## src/rtl/zero_uart_slave.sv

```systemverilog
// zero_uart_slave: memory-mapped UART responder on the zerocore RAM port.
// TX bytes queue in a FIFO drained to uart_out; RXDATA reads fetch via uart_in.
module zero_uart_slave #(
    parameter logic [63:0] BASE_ADDR  = 64'h1000_0000,
    parameter int          FIFO_DEPTH = 16,
    parameter int          TX_GAP     = 4
) (
    input  logic        clk,
    input  logic        rst_n,
    input  logic        RamReadEnable,
    input  logic [63:0] RamReadAddr,
    output logic [63:0] RamReadData,
    output logic        RamReadHit,
    input  logic        RamWriteEnable,
    input  logic [63:0] RamWriteAddr,
    input  logic [63:0] RamWriteData,
    input  logic [63:0] RamWriteMask,
    output logic        uart_out_valid,
    output logic [7:0]  uart_out_ch,
    output logic        uart_in_valid,
    input  logic [7:0]  uart_in_ch
);

    localparam int AW = $clog2(FIFO_DEPTH);
    localparam logic [AW:0] DEPTH_C = (AW+1)'(FIFO_DEPTH);
    localparam logic [7:0] GAP_LOAD = 8'(TX_GAP - 1);

    localparam logic [1:0] OFF_TX = 2'd0;
    localparam logic [1:0] OFF_ST = 2'd1;
    localparam logic [1:0] OFF_RX = 2'd2;
    localparam logic [1:0] OFF_CT = 2'd3;

    logic [7:0]    mem [FIFO_DEPTH];
    logic [AW-1:0] rptr;
    logic [AW-1:0] wptr;
    logic [AW:0]   count;
    logic          ovf;
    logic          tx_en;
    logic [7:0]    gcnt;

    logic          rd_hit;
    logic          wr_hit;
    logic [1:0]    rd_off;
    logic [1:0]    wr_off;
    logic          full;
    logic          empty;
    logic          pop;
    logic          push_req;
    logic          push_ok;
    logic          ovf_set;
    logic          ctrl_wr;
    logic          flush;
    logic [7:0]    cnt8;
    logic [63:0]   rd_next;
    logic          unused;

    assign rd_hit = RamReadAddr[63:5] == BASE_ADDR[63:5];
    assign wr_hit = RamWriteAddr[63:5] == BASE_ADDR[63:5];
    assign rd_off = RamReadAddr[4:3];
    assign wr_off = RamWriteAddr[4:3];

    assign full  = count == DEPTH_C;
    assign empty = count == '0;
    assign cnt8  = 8'(count);

    assign pop = !empty && tx_en && gcnt == 8'd0;

    assign push_req = RamWriteEnable && wr_hit && wr_off == OFF_TX
                   && RamWriteMask[7:0] == 8'hFF;
    assign ctrl_wr  = RamWriteEnable && wr_hit && wr_off == OFF_CT;
    assign flush    = ctrl_wr && RamWriteMask[1] && RamWriteData[1];

    // a full FIFO still accepts a push when a pop frees the slot this cycle
    assign push_ok = push_req && !flush && (!full || pop);
    assign ovf_set = push_req && !flush && full && !pop;

    assign uart_in_valid = rst_n && RamReadEnable && rd_hit && rd_off == OFF_RX;

    assign unused = ^{RamReadAddr[2:0], RamWriteAddr[2:0],
                      RamWriteData[63:8], RamWriteMask[63:8]};

    // read mux over pre-write register state
    always_comb begin
        rd_next = '0;
        if (RamReadEnable && rd_hit) begin
            unique case (rd_off)
                OFF_TX: rd_next = '0;
                OFF_ST: rd_next = {48'b0, cnt8, 4'b0, tx_en, ovf, empty, full};
                OFF_RX: rd_next = {55'b0, uart_in_ch != 8'hFF, uart_in_ch};
                OFF_CT: rd_next = {63'b0, tx_en};
            endcase
        end
    end

    // FIFO storage, no reset needed since count gates every read
    always_ff @(posedge clk) begin
        if (push_ok) mem[wptr] <= RamWriteData[7:0];
    end

    // FIFO pointers, count, overflow flag, control and gap timer
    always_ff @(posedge clk or negedge rst_n) begin
        if (!rst_n) begin
            rptr  <= '0;
            wptr  <= '0;
            count <= '0;
            ovf   <= 1'b0;
            tx_en <= 1'b1;
            gcnt  <= 8'd0;
        end else begin
            if (flush) begin
                rptr  <= '0;
                wptr  <= '0;
                count <= '0;
                ovf   <= 1'b0;
            end else begin
                if (pop)     rptr <= rptr + 1'b1;
                if (push_ok) wptr <= wptr + 1'b1;
                count <= count + (AW+1)'(push_ok) - (AW+1)'(pop);
                if (ovf_set) ovf <= 1'b1;
            end
            if (ctrl_wr && RamWriteMask[0]) tx_en <= RamWriteData[0];
            if (pop)                gcnt <= GAP_LOAD;
            else if (gcnt != 8'd0)  gcnt <= gcnt - 8'd1;
        end
    end

    // registered read response and TX pulse
    always_ff @(posedge clk or negedge rst_n) begin
        if (!rst_n) begin
            RamReadData    <= '0;
            RamReadHit     <= 1'b0;
            uart_out_valid <= 1'b0;
            uart_out_ch    <= 8'd0;
        end else begin
            RamReadData    <= rd_next;
            RamReadHit     <= RamReadEnable && rd_hit;
            uart_out_valid <= pop;
            if (pop) uart_out_ch <= mem[rptr];
        end
    end

endmodule
```

## config.mk

```make
export PLATFORM = sky130hd
export DESIGN_NAME = zero_uart_slave
export DESIGN_NICKNAME = d
export VERILOG_FILES = /design/src/rtl/zero_uart_slave.sv
export SDC_FILE = /design/constraint.sdc
export NUM_CORES = 1
export LEC_CHECK = 0
export ABC_AREA = 1
export BUFFER_PORTS_ARGS = -buffer_cell sky130_fd_sc_hd__buf_2
export CAP_MARGIN = 5
export CORE_MARGIN = 10
export CORE_UTILIZATION = 49
export CTS_CLUSTER_SIZE = 20
export DETAILED_ROUTE_END_ITERATION = 7
export PLACE_DENSITY = 0.79
export SKIP_LAST_GASP = 1
export SYNTH_ARGS = -nofsm -noshare
export SYNTH_HDL_FRONTEND = slang
export SYNTH_SLANG_ARGS = --single-unit
```

## constraint.sdc

```tcl
create_clock -name clk -period 3.43 [get_ports clk]
set_input_delay 0.343 -clock clk [delete_from_list [all_inputs] [get_ports clk]]
set_output_delay 0.343 -clock clk [all_outputs]
set_load 0.005 [all_outputs]
```

**Word level (Yosys, flattened, before mapping)**

Memories as Yosys holds them, arrays and structs flattened. A register that Yosys moved wholly into a read port is not among the register bits.
Index checks and enable logic that the tools add are counted.

- Reduce and logical (&&, ||, !) cells: 32
- Muxes and demuxes: 13
- Equality and inequality tests: 9
- Add/subtract/negate cells: 5

Operators with widths:

| kind | count |
|---|---|
| $pmux W64 S4 | 1 |
| $eq A59 B24 Y1 const B | 2 |
| $mux W64 | 1 |
| $logic_and A1 B1 Y1 | 17 |
| $mux W4 | 4 |
| $mux W8 | 2 |
| $add A4 B1 Y4 const B | 2 |
| $eq A8 B8 Y1 const B | 1 |
| $logic_not A8 Y1 | 1 |
| $ne A8 B8 Y1 const B | 1 |
| $reduce_bool A2 Y1 | 4 |
| $reduce_bool A8 Y1 | 1 |
| $sub A8 B1 Y8 const B | 1 |
| $eq A2 B2 Y1 const B | 3 |
| $add A5 B1 Y5 | 1 |
| $eq A5 B5 Y1 const B | 1 |
| $logic_not A1 Y1 | 5 |
| $logic_not A5 Y1 | 1 |
| $mux W5 | 1 |
| $sub A5 B1 Y5 | 1 |
| $logic_not A2 Y1 | 2 |
| $mux W1 | 4 |
| $eq A2 B1 Y1 const B | 1 |
| $logic_or A1 B1 Y1 | 1 |

- Memory bits (writable): 128
- Bits in registers: 89
- Output and inout port bits: 75
- Word-level logic and storage cells: 69
- Memories kept: 1

Memory list:

| memory | words | bits a word | rd ports | clocked after Yosys merged registers in | wr ports | line | source |
|---|---|---|---|---|---|---|---|
| mem | 16 | 8 | 1 | 1 | 1 | 33 | `logic [7:0] mem [FIFO_DEPTH];` |

**Longest topological paths before layout**

Gate-level depths: netlist of the first run.

- Word-level depth: 11
- Depth in mapped cells: 19

**Worst setup path after synthesis of the first run**

Ideal clock, no wire load.

- Path type: register -> register
- Start: register gcnt[0]
- End: register count[4]
- Data arrival time: 2.492 ns
- Stages on the path, launching flop included: 18
- Required time: 3.306 ns
- Setup slack: 0.814 ns
- Path through: dfrtp_1 -> inv_1 -> ha_1 -> nand3_2 -> nor2_4 -> nand2_4 -> nor2_8 -> buf_4 -> o21ai_1 -> ha_1 -> fa_1 -> nand2_1 -> inv_1 -> nor2_1 -> nor2_1 -> nor2_1 -> xor2_1 -> nor2_1

- Cells in the longest elaborated chain, start to end: 7

Ends and longest elaborated chain:

| element | line | source |
|---|---|---|
| start, declared | 39 | `logic [7:0] gcnt;` |
| start signal, assigned | 123 | `else if (gcnt != 8'd0) gcnt <= gcnt - 8'd1;` |
| $logic_not A8 Y1 * | 66 | `assign pop = !empty && tx_en && gcnt == 8'd0;` |
| $logic_and A1 B1 Y1 * | 66 |  |
| via pop | 47 | `logic pop;` |
| $logic_or A1 B1 Y1 | 74 | `assign push_ok = push_req && !flush && (!full \|\| pop);` |
| $logic_and A1 B1 Y1 | 74 |  |
| $add A5 B1 Y5 | 118 | `count <= count + (AW+1)'(push_ok) - (AW+1)'(pop);` |
| $sub A5 B1 Y5 * | 118 |  |
| $mux W5 * | 110 | `if (flush) begin` |
| end signal, assigned | 118 |  |
| end, declared | 36 | `logic [AW:0] count;` |

The timed path passes the listed nets; every way through them passes the cells marked *.
A chain may end at the register's enable or synchronous reset.

**Worst setup path after layout of the first run**

- Start: register count[2]
- End: register count[4]

- Cells in the longest elaborated chain, start to end: 9
- Elaborated cells between the ends (all ways): 11

Ends and longest elaborated chain:

| element | line | source |
|---|---|---|
| $logic_not A5 Y1 | 63 | `assign empty = count == '0;` |
| $logic_not A1 Y1 | 66 |  |
| $logic_and A1 B1 Y1 (2 in series) | 66 |  |
| $logic_or A1 B1 Y1 | 74 |  |
| $logic_and A1 B1 Y1 | 74 |  |
| $add A5 B1 Y5 | 118 |  |
| $sub A5 B1 Y5 * | 118 |  |
| $mux W5 * | 110 |  |

Mark *: on every way between the ends. The rest lies on a longest branch, timed or not.

==> results of run 1 <==
registers in the layout, indices dropped and copies added, names as in the netlist:
signal	cells
RamReadData	13
RamReadHit	1
count	5
gcnt	8
mem	128
ovf	1
rptr	4
tx_en	1
uart_out_ch	8
uart_out_valid	1
wptr	4
area by class of cell:
type                    count  area [um2]
flip-flops and latches    174        5000
clock inverters            15         185
inverters                  45         174
well taps                 220         275
clock buffers              17         425
repair buffers            195        1040
multi-input cells         599        2840
fillers                  1330        6710
where the power goes:
part	total (mW)	switching [mW]	internal (mW)	leakage, nW
clock network	1.92	0.928	0.995	0.299
registers	2.26	0.0000000000000000000163	2.26	1.76
logic	0.191	0.113	0.0780	2.04
cell families (layout without fill, tap and decap cells):
logic type,Yosys count,count (layout),share of synthesized area [%]
AOI/OAI and AO/OA,130,130,8.89
xor gates and xnor gates,8,8,0.841
adders and majority gates,12,12,1.89
buffers and inverters,124,272,8.27
DFF,174,174,60.0
other,1,51,0.0450
and+or+nand+nor,398,398,20.1
worst reg2reg max path: stages (launching register included):
cell	delay (ns)
dfrtp_1	0.41
inv_1	0.09
ha_1	0.14
nor3b_1	0.24
nand2_1	0.16
nand2_1	0.21
nor2_8	0.11
nand2_1	0.13
o21ai_1	0.09
ha_1	0.22
fa_1	0.41
nand2_1	0.08
inv_1	0.06
nor2_1	0.09
nor2_1	0.05
nor2_1	0.11
xor2_1	0.15
nor2_1	0.06
per-stage QoR:
stage | area, um2 | instances | total power, mW | utilization (%)
after floorplan | 8520 | 897 | 2.40 | -
after CTS | 9940 | 1265 | 4.39 | 59.7
after detailed placement | 9330 | 1233 | 2.49 | 56.0
after global placement | 9330 | 1233 | 2.49 | 56.0
final | 9940 | 1265 | 4.37 | 59.7
after global routing | 9940 | 1265 | 4.50 | 59.7
metal layers:
metal,global-route usage [%],wire length (um),vias up
met5,0,0,-
met4,8.99,671,0
met3,3.48,1570,43
met2,33.6,11600,277
met1,22.2,8150,3042
li1,-,-,3141
worst max-delay path by stage:
stage,to,startpoint
6_report,count[4],count[2]
5_1_grt,count[4],count[2]
4_1_cts,count[4],count[2]
3_5_place_dp,count[4],count[2]
3_3_place_gp,count[4],count[2]
2_1_floorplan,count[4],gcnt[0]
synth_stat cells (all sizes together) (2+ instances only):
library cell    n
edfxtp        128
nand4          11
nor3b           2
nor3            8
nand3b          2
nor2          239
clkbuf         12
a31oi           3
dfrtp          45
o21ai          85
a21oi           8
o211ai         32
nor4           10
ha             11
buf            67
inv            44
xnor2           2
nand2         107
xor2            6
nand3          17
==> metrics.md, run 1 <==
| Metric | Value |
|---|---|
| Area leader, netlist | `edfxtp_1` |
| DP HPWL | `15800 um` |
| First-pass GRT wire length | `33500 um` |
| Critical path buffers and inverters | `2` |
| ANT cells | `0` |
| Share of layout cells above drive strength 1 | `23.7%` |
| Setup Crit Path Kind | `reg2reg` |
| Worst Tran Pin Value | `0.698 ns` |
| CORE AREA | `16600 um2` |
| Fin worst setup slack | `0.498 ns` |
| Mapped Cells | `847` |
| H-tree depth | `4` |
| IO Count | `343` |
| Clk buf depth | `2` |
| Finish-stage setup viols | `0` |
| WL/cell | `17.4 um` |
| Clk_lat worst skew | `0.44 ns` |
| Peak per-stage delay on the critical path | `0.41 ns` |
| Root Buffer | `clkbuf_16` |
| EDFF count, synth | `128` |
| Leakage | `4.10 nW` |
| RePlAce Congestion | `0.862` |
| Worst R2R Setup Slack | `0.50 ns` |
| Status | `completed` |
| Worst path cell trace | `inv_1 -> ha_1 -> nor3b_1 -> nand2_1 -> nand2_1 -> nor2_8 -> nand2_1 -> o21ai_1 -> ha_1 -> fa_1 -> nand2_1 -> inv_1 -> nor2_1 -> nor2_1 -> nor2_1 -> xor2_1 -> nor2_1` |
| Pre-CTS setup slack | `0.500 ns` |
| YS warnings | `0` |
| Site Rows | `47` |
| Largest net degree at the start of global routing | `68` |
| Post-synth top flop | `edfxtp_1` |
| Fin crit share | `85.5%` |
| Hold WS | `0.0915 ns` |
| Drt pass-1 iters | `6` |
| Clock tree sinks | `174` |
| Top-area cell type share of the netlist area | `46.1%` |
| Via density | `5.14` |
| Crit path DAT | `3.25 ns` |
| # DRC | `0` |
| Gr usage total | `19.1%` |
| Worst Clk Skew | `0.00990 ns` |
| Remaining antenna violation count | `0` |
| VDD IR max | `0.392 mV` |
| Clk slew on worst S/H paths | `0.07 ns` |
| Most common cell after layout, fill and taps aside | `nor2_1` |
| Worst setup SP type | `flip-flop` |
| Initial core utilization | `50.1%` |
| Top cells by area, synth | `edfxtp_1, dfrtp_1, nor2_1` |
| Final wirelength | `22000 um` |
| CP max FO | `18` |
| Commonest non-fill, non-tap cells in the layout | `nor2_1, buf_2, edfxtp_1` |
| Post-CTS Setup Inserts | `0` |
| Unrepaired setup endpoints after global routing | `no` |
| Initial antenna violation count | `0` |
| IO buf count | `173` |
| Reg2reg path depth | `17` |
| #FFs+latches synth | `174` |
| CTS tree | `yes` |
| Fmax | `341 MHz` |
| Number of global-route vias before repair | `6432` |
| Final net count | `1312` |
| CTS Hold Bufs | `0` |
| Final min period | `2.93 ns` |
| Max transition margin | `53.5%` |
| Sequential share of the synthesized area | `60.0%` |
| Hold/Removal Path Class | `in2async` |
| Worst path required time | `3.75 ns` |
| CP Capture Type | `flip-flop` |
| CTS resizes | `0` |
| Total CTS buffers | `17` |
| Slowest CP cell | `dfrtp_1` |
| Post-Route Setup TNS | `0 ns` |
| Crit path max-delay family | `simple AND/OR/NAND/NOR gates` |
| GR Overflow Total | `0` |
| Critical Path Stages | `17` |
| Max_cap viols | `0` |
| 1st-iter DRT viols | `593` |
| Count of cell types in the netlist | `39` |
| Syn_area_per_cell | `9.84 um2` |
| Pwr/cell area | `440 nW/um2` |
| FF-to-FF End | `count[4]` |
| Die ar. | `22600 um2` |
| DR vias | `6503` |
| Ys async rst share | `26.4%` |
| Area grow syn2layout | `19.2%` |
| Die W | `150 um` |
| Final Hold Vio Count | `0` |
| Die Span Y | `150 um` |
| Post-Syn Area | `8330 um2` |
| Worst r2r src | `count[2]` |
| Slew Viols, Final | `0` |
(Power assumes the default switching activity.)
==> run 2, diff against run 1 <==
==> constraint.sdc (replaced) <==
create_clock -name clk -period 2.85 [get_ports clk]
set_input_delay 0.285 -clock clk [delete_from_list [all_inputs] [get_ports clk]]
set_output_delay 0.285 -clock clk [all_outputs]
set_load 0.005 [all_outputs]
==> run 2 against run 1 <==
Net effect: sequential power up 20%; via count down 0.75%; largest power group unchanged; critical path type unchanged; sequential share of layout area down 0.36 points; utilization up 0.44 points; final area up 0.73%; clock-buffer cell count up 1; total power up 19%; setup slack worse by 0.23 ns.
==> metrics.md, run 2 (synthesized netlist as in run 1, its figures left out) <==
| Metric | Value |
|---|---|
| Gate power share | `4.4% (about the same)` |
| H-tree depth | `4 (unchanged)` |
| Site Rows | `47 (unchanged)` |
| Die W | `150 um (unchanged)` |
| Final wirelength | `21500 um (was 22000 um)` |
| Leakage | `4.13 nW (was 4.10 nW)` |
| Finish-stage setup viols | `0 (unchanged)` |
| # DRC | `0 (unchanged)` |
| Fin worst setup slack | `0.264 ns (was 0.498 ns)` |
| DR vias | `6454 (was 6503)` |
| Sw Share | `20.9% (was 23.8%)` |
| GR Overflow Total | `0 (unchanged)` |
| Initial core utilization | `50.1% (unchanged)` |
| Hold/Removal Path Class | `in2async (unchanged)` |
| Fmax | `387 MHz (was 341 MHz)` |
| Gr usage total | `18.6% (was 19.1%)` |
| 1st-iter DRT viols | `547 (was 593)` |
| Clk slew on worst S/H paths | `0.06 ns (was 0.07 ns)` |
| ANT cells | `0 (unchanged)` |
| Pwr/cell area | `521 nW/um2 (was 440 nW/um2)` |
| WL/cell | `16.9 um (was 17.4 um)` |
| Max reg flops | `128 (unchanged)` |
| IO buf count | `173 (unchanged)` |
| CP Capture Type | `flip-flop (unchanged)` |
| Final net count | `1320 (was 1312)` |
| Number of global-route vias before repair | `6243 (was 6432)` |
| Die Span Y | `150 um (unchanged)` |
| Switching power | `1.09 mW (was 1.04 mW)` |
| Max transition margin | `58.8% (was 53.5%)` |
| Final min period | `2.59 ns (was 2.93 ns)` |
| CTS Hold Bufs | `0 (unchanged)` |
| VDD IR max | `0.432 mV (was 0.392 mV)` |
| First-pass GRT wire length | `32600 um (was 33500 um)` |
| DP HPWL | `15500 um (was 15800 um)` |
| Status | `completed (unchanged)` |
| Hold WS | `0.0512 ns (was 0.0915 ns)` |
| Worst path required time | `3.16 ns (was 3.75 ns)` |
| Die ar. | `22600 um2 (unchanged)` |
| CTS tree | `yes (unchanged)` |
| Share of layout cells above drive strength 1 | `24.6% (was 23.7%)` |
| Commonest non-fill, non-tap cells in the layout | `nor2_1, buf_2, edfxtp_1 (unchanged)` |
| Clk_lat worst skew | `0.43 ns (was 0.44 ns)` |
| IO Count | `343 (unchanged)` |
| Drt pass-1 iters | `5 (was 6)` |
| CORE AREA | `16600 um2 (unchanged)` |
| RePlAce Congestion | `0.871 (was 0.862)` |
| Largest register by flop count | `mem (unchanged)` |
| Root Buffer | `clkbuf_16 (unchanged)` |
| Clock tree sinks | `174 (unchanged)` |
| Fin crit share | `90.7% (was 85.5%)` |
| Remaining antenna violation count | `0 (unchanged)` |
| Post-Route Setup TNS | `0 ns (unchanged)` |
| Most common cell after layout, fill and taps aside | `nor2_1 (unchanged)` |
| Clk buf depth | `2 (unchanged)` |
| Setup Crit Path Kind | `reg2reg (unchanged)` |
| Via density | `5.07 (was 5.14)` |
| Max_cap viols | `0 (unchanged)` |
| Clk network pwr share | `43.4% (was 44.0%)` |
| Sequential share of power | `52.2% (was 51.7%)` |
| CP max FO | `5 (was 18)` |
| Final Hold Vio Count | `0 (unchanged)` |
| Slew Viols, Final | `0 (unchanged)` |
| Pre-CTS setup slack | `0.0741 ns (was 0.500 ns)` |
| Largest registers | `mem: 128 flops, RamReadData: 13 flops (unchanged)` |
| Unrepaired setup endpoints after global routing | `no (unchanged)` |
| Worst Clk Skew | `0.00818 ns (was 0.00990 ns)` |
| Initial antenna violation count | `1 (was 0)` |
| P_int | `4.12 mW (was 3.33 mW)` |
| Worst Tran Pin Value | `0.619 ns (was 0.698 ns)` |
| Total CTS buffers | `17 (unchanged)` |
| Area grow syn2layout | `20.1% (was 19.2%)` |
| Crit path DAT | `2.89 ns (was 3.25 ns)` |
| Worst setup SP type | `flip-flop (unchanged)` |
| Largest net degree at the start of global routing | `68 (unchanged)` |
## run 2: cell types whose count changed in the layout (fill, tap and decap cells not counted), sizes merged
cell | previous run | this run
buf | 195 | 203
inv | 53 | 48
bufinv | 0 | 2
clkinvlp | 0 | 2
clkbuf | 17 | 18
## run 2: final timing paths
path | start | endpoint | slack [ns] | depth (start not counted)
worst max-delay path | gcnt[0] | count[4] | 0.26 | 16
worst min-delay path | rst_n | wptr[1] | 0.05 | 2
worst max register to register | gcnt[0] | count[4] | 0.26 | 16
worst min register to register | uart_out_ch[5] | uart_out_ch[5] | 0.49 | 2
max in group asynchronous | rst_n | rptr[0] | 2.34 | 2
min in group clk | uart_in_ch[6] | RamReadData[6] | 0.13 | 3
## run 2: stage by stage
stage,power [mW],cell area (um2),utilization [%],cells
final,5.21,10000,60.1,1273
after global routing,5.39,10000,60.1,1273
after CTS,5.23,9970,59.9,1271
after detailed placement,3.00,9380,56.4,1239
after global placement,2.99,9380,56.4,1239
after floorplan,2.88,8520,-,897
## run 2: layout make-up
type	instances	area, um2
inverters	45	174
clock inverters	14	160
well taps	220	275
flip-flops and latches	174	5000
multi-input cells	599	2860
repair buffers	203	1120
fillers	1347	6630
clock buffers	18	429
## run 2: power groups by stage
| stage | Clock, mW | Combinational [mW] | Sequential, mW |
|---|---|---|---|
| 3_3_place_gp | 0 | 0.220 | 2.77 |
| 3_5_place_dp | 0 | 0.225 | 2.77 |
| 6_report | 2.26 | 0.230 | 2.72 |
| 4_1_cts | 2.29 | 0.226 | 2.72 |
| 2_1_floorplan | 0 | 0.109 | 2.78 |
| 5_1_grt | 2.42 | 0.258 | 2.72 |
## run 2: worst max-delay path, cell delays in order, from the launching register on
cell and delay, ns:
dfrtp_1 0.37, inv_1 0.12, ha_2 0.23, nand3_2 0.12
nor2_4 0.18, nand2_4 0.11, nor2_8 0.11, o21ai_1 0.08
ha_1 0.22, fa_2 0.36, nand2_1 0.07, inv_1 0.05
nor2_1 0.08, nor2_1 0.05, nor2_1 0.10, xor2_1 0.15
nor2_1 0.06
## run 2: timing repair
| item | in CTS | in global routing |
|---|---|---|
| setup buffers | 0 | 2 |
| resized for setup | 0 | 6 |
| endpoints found under the setup margin | 0 | 1 |
## run 2: routing by layer
layer	routed length, um	global-route usage, %
met1	7940	21.2
met2	11500	33.9
met3	1560	3.27
met4	450	6.66
met5	0	0
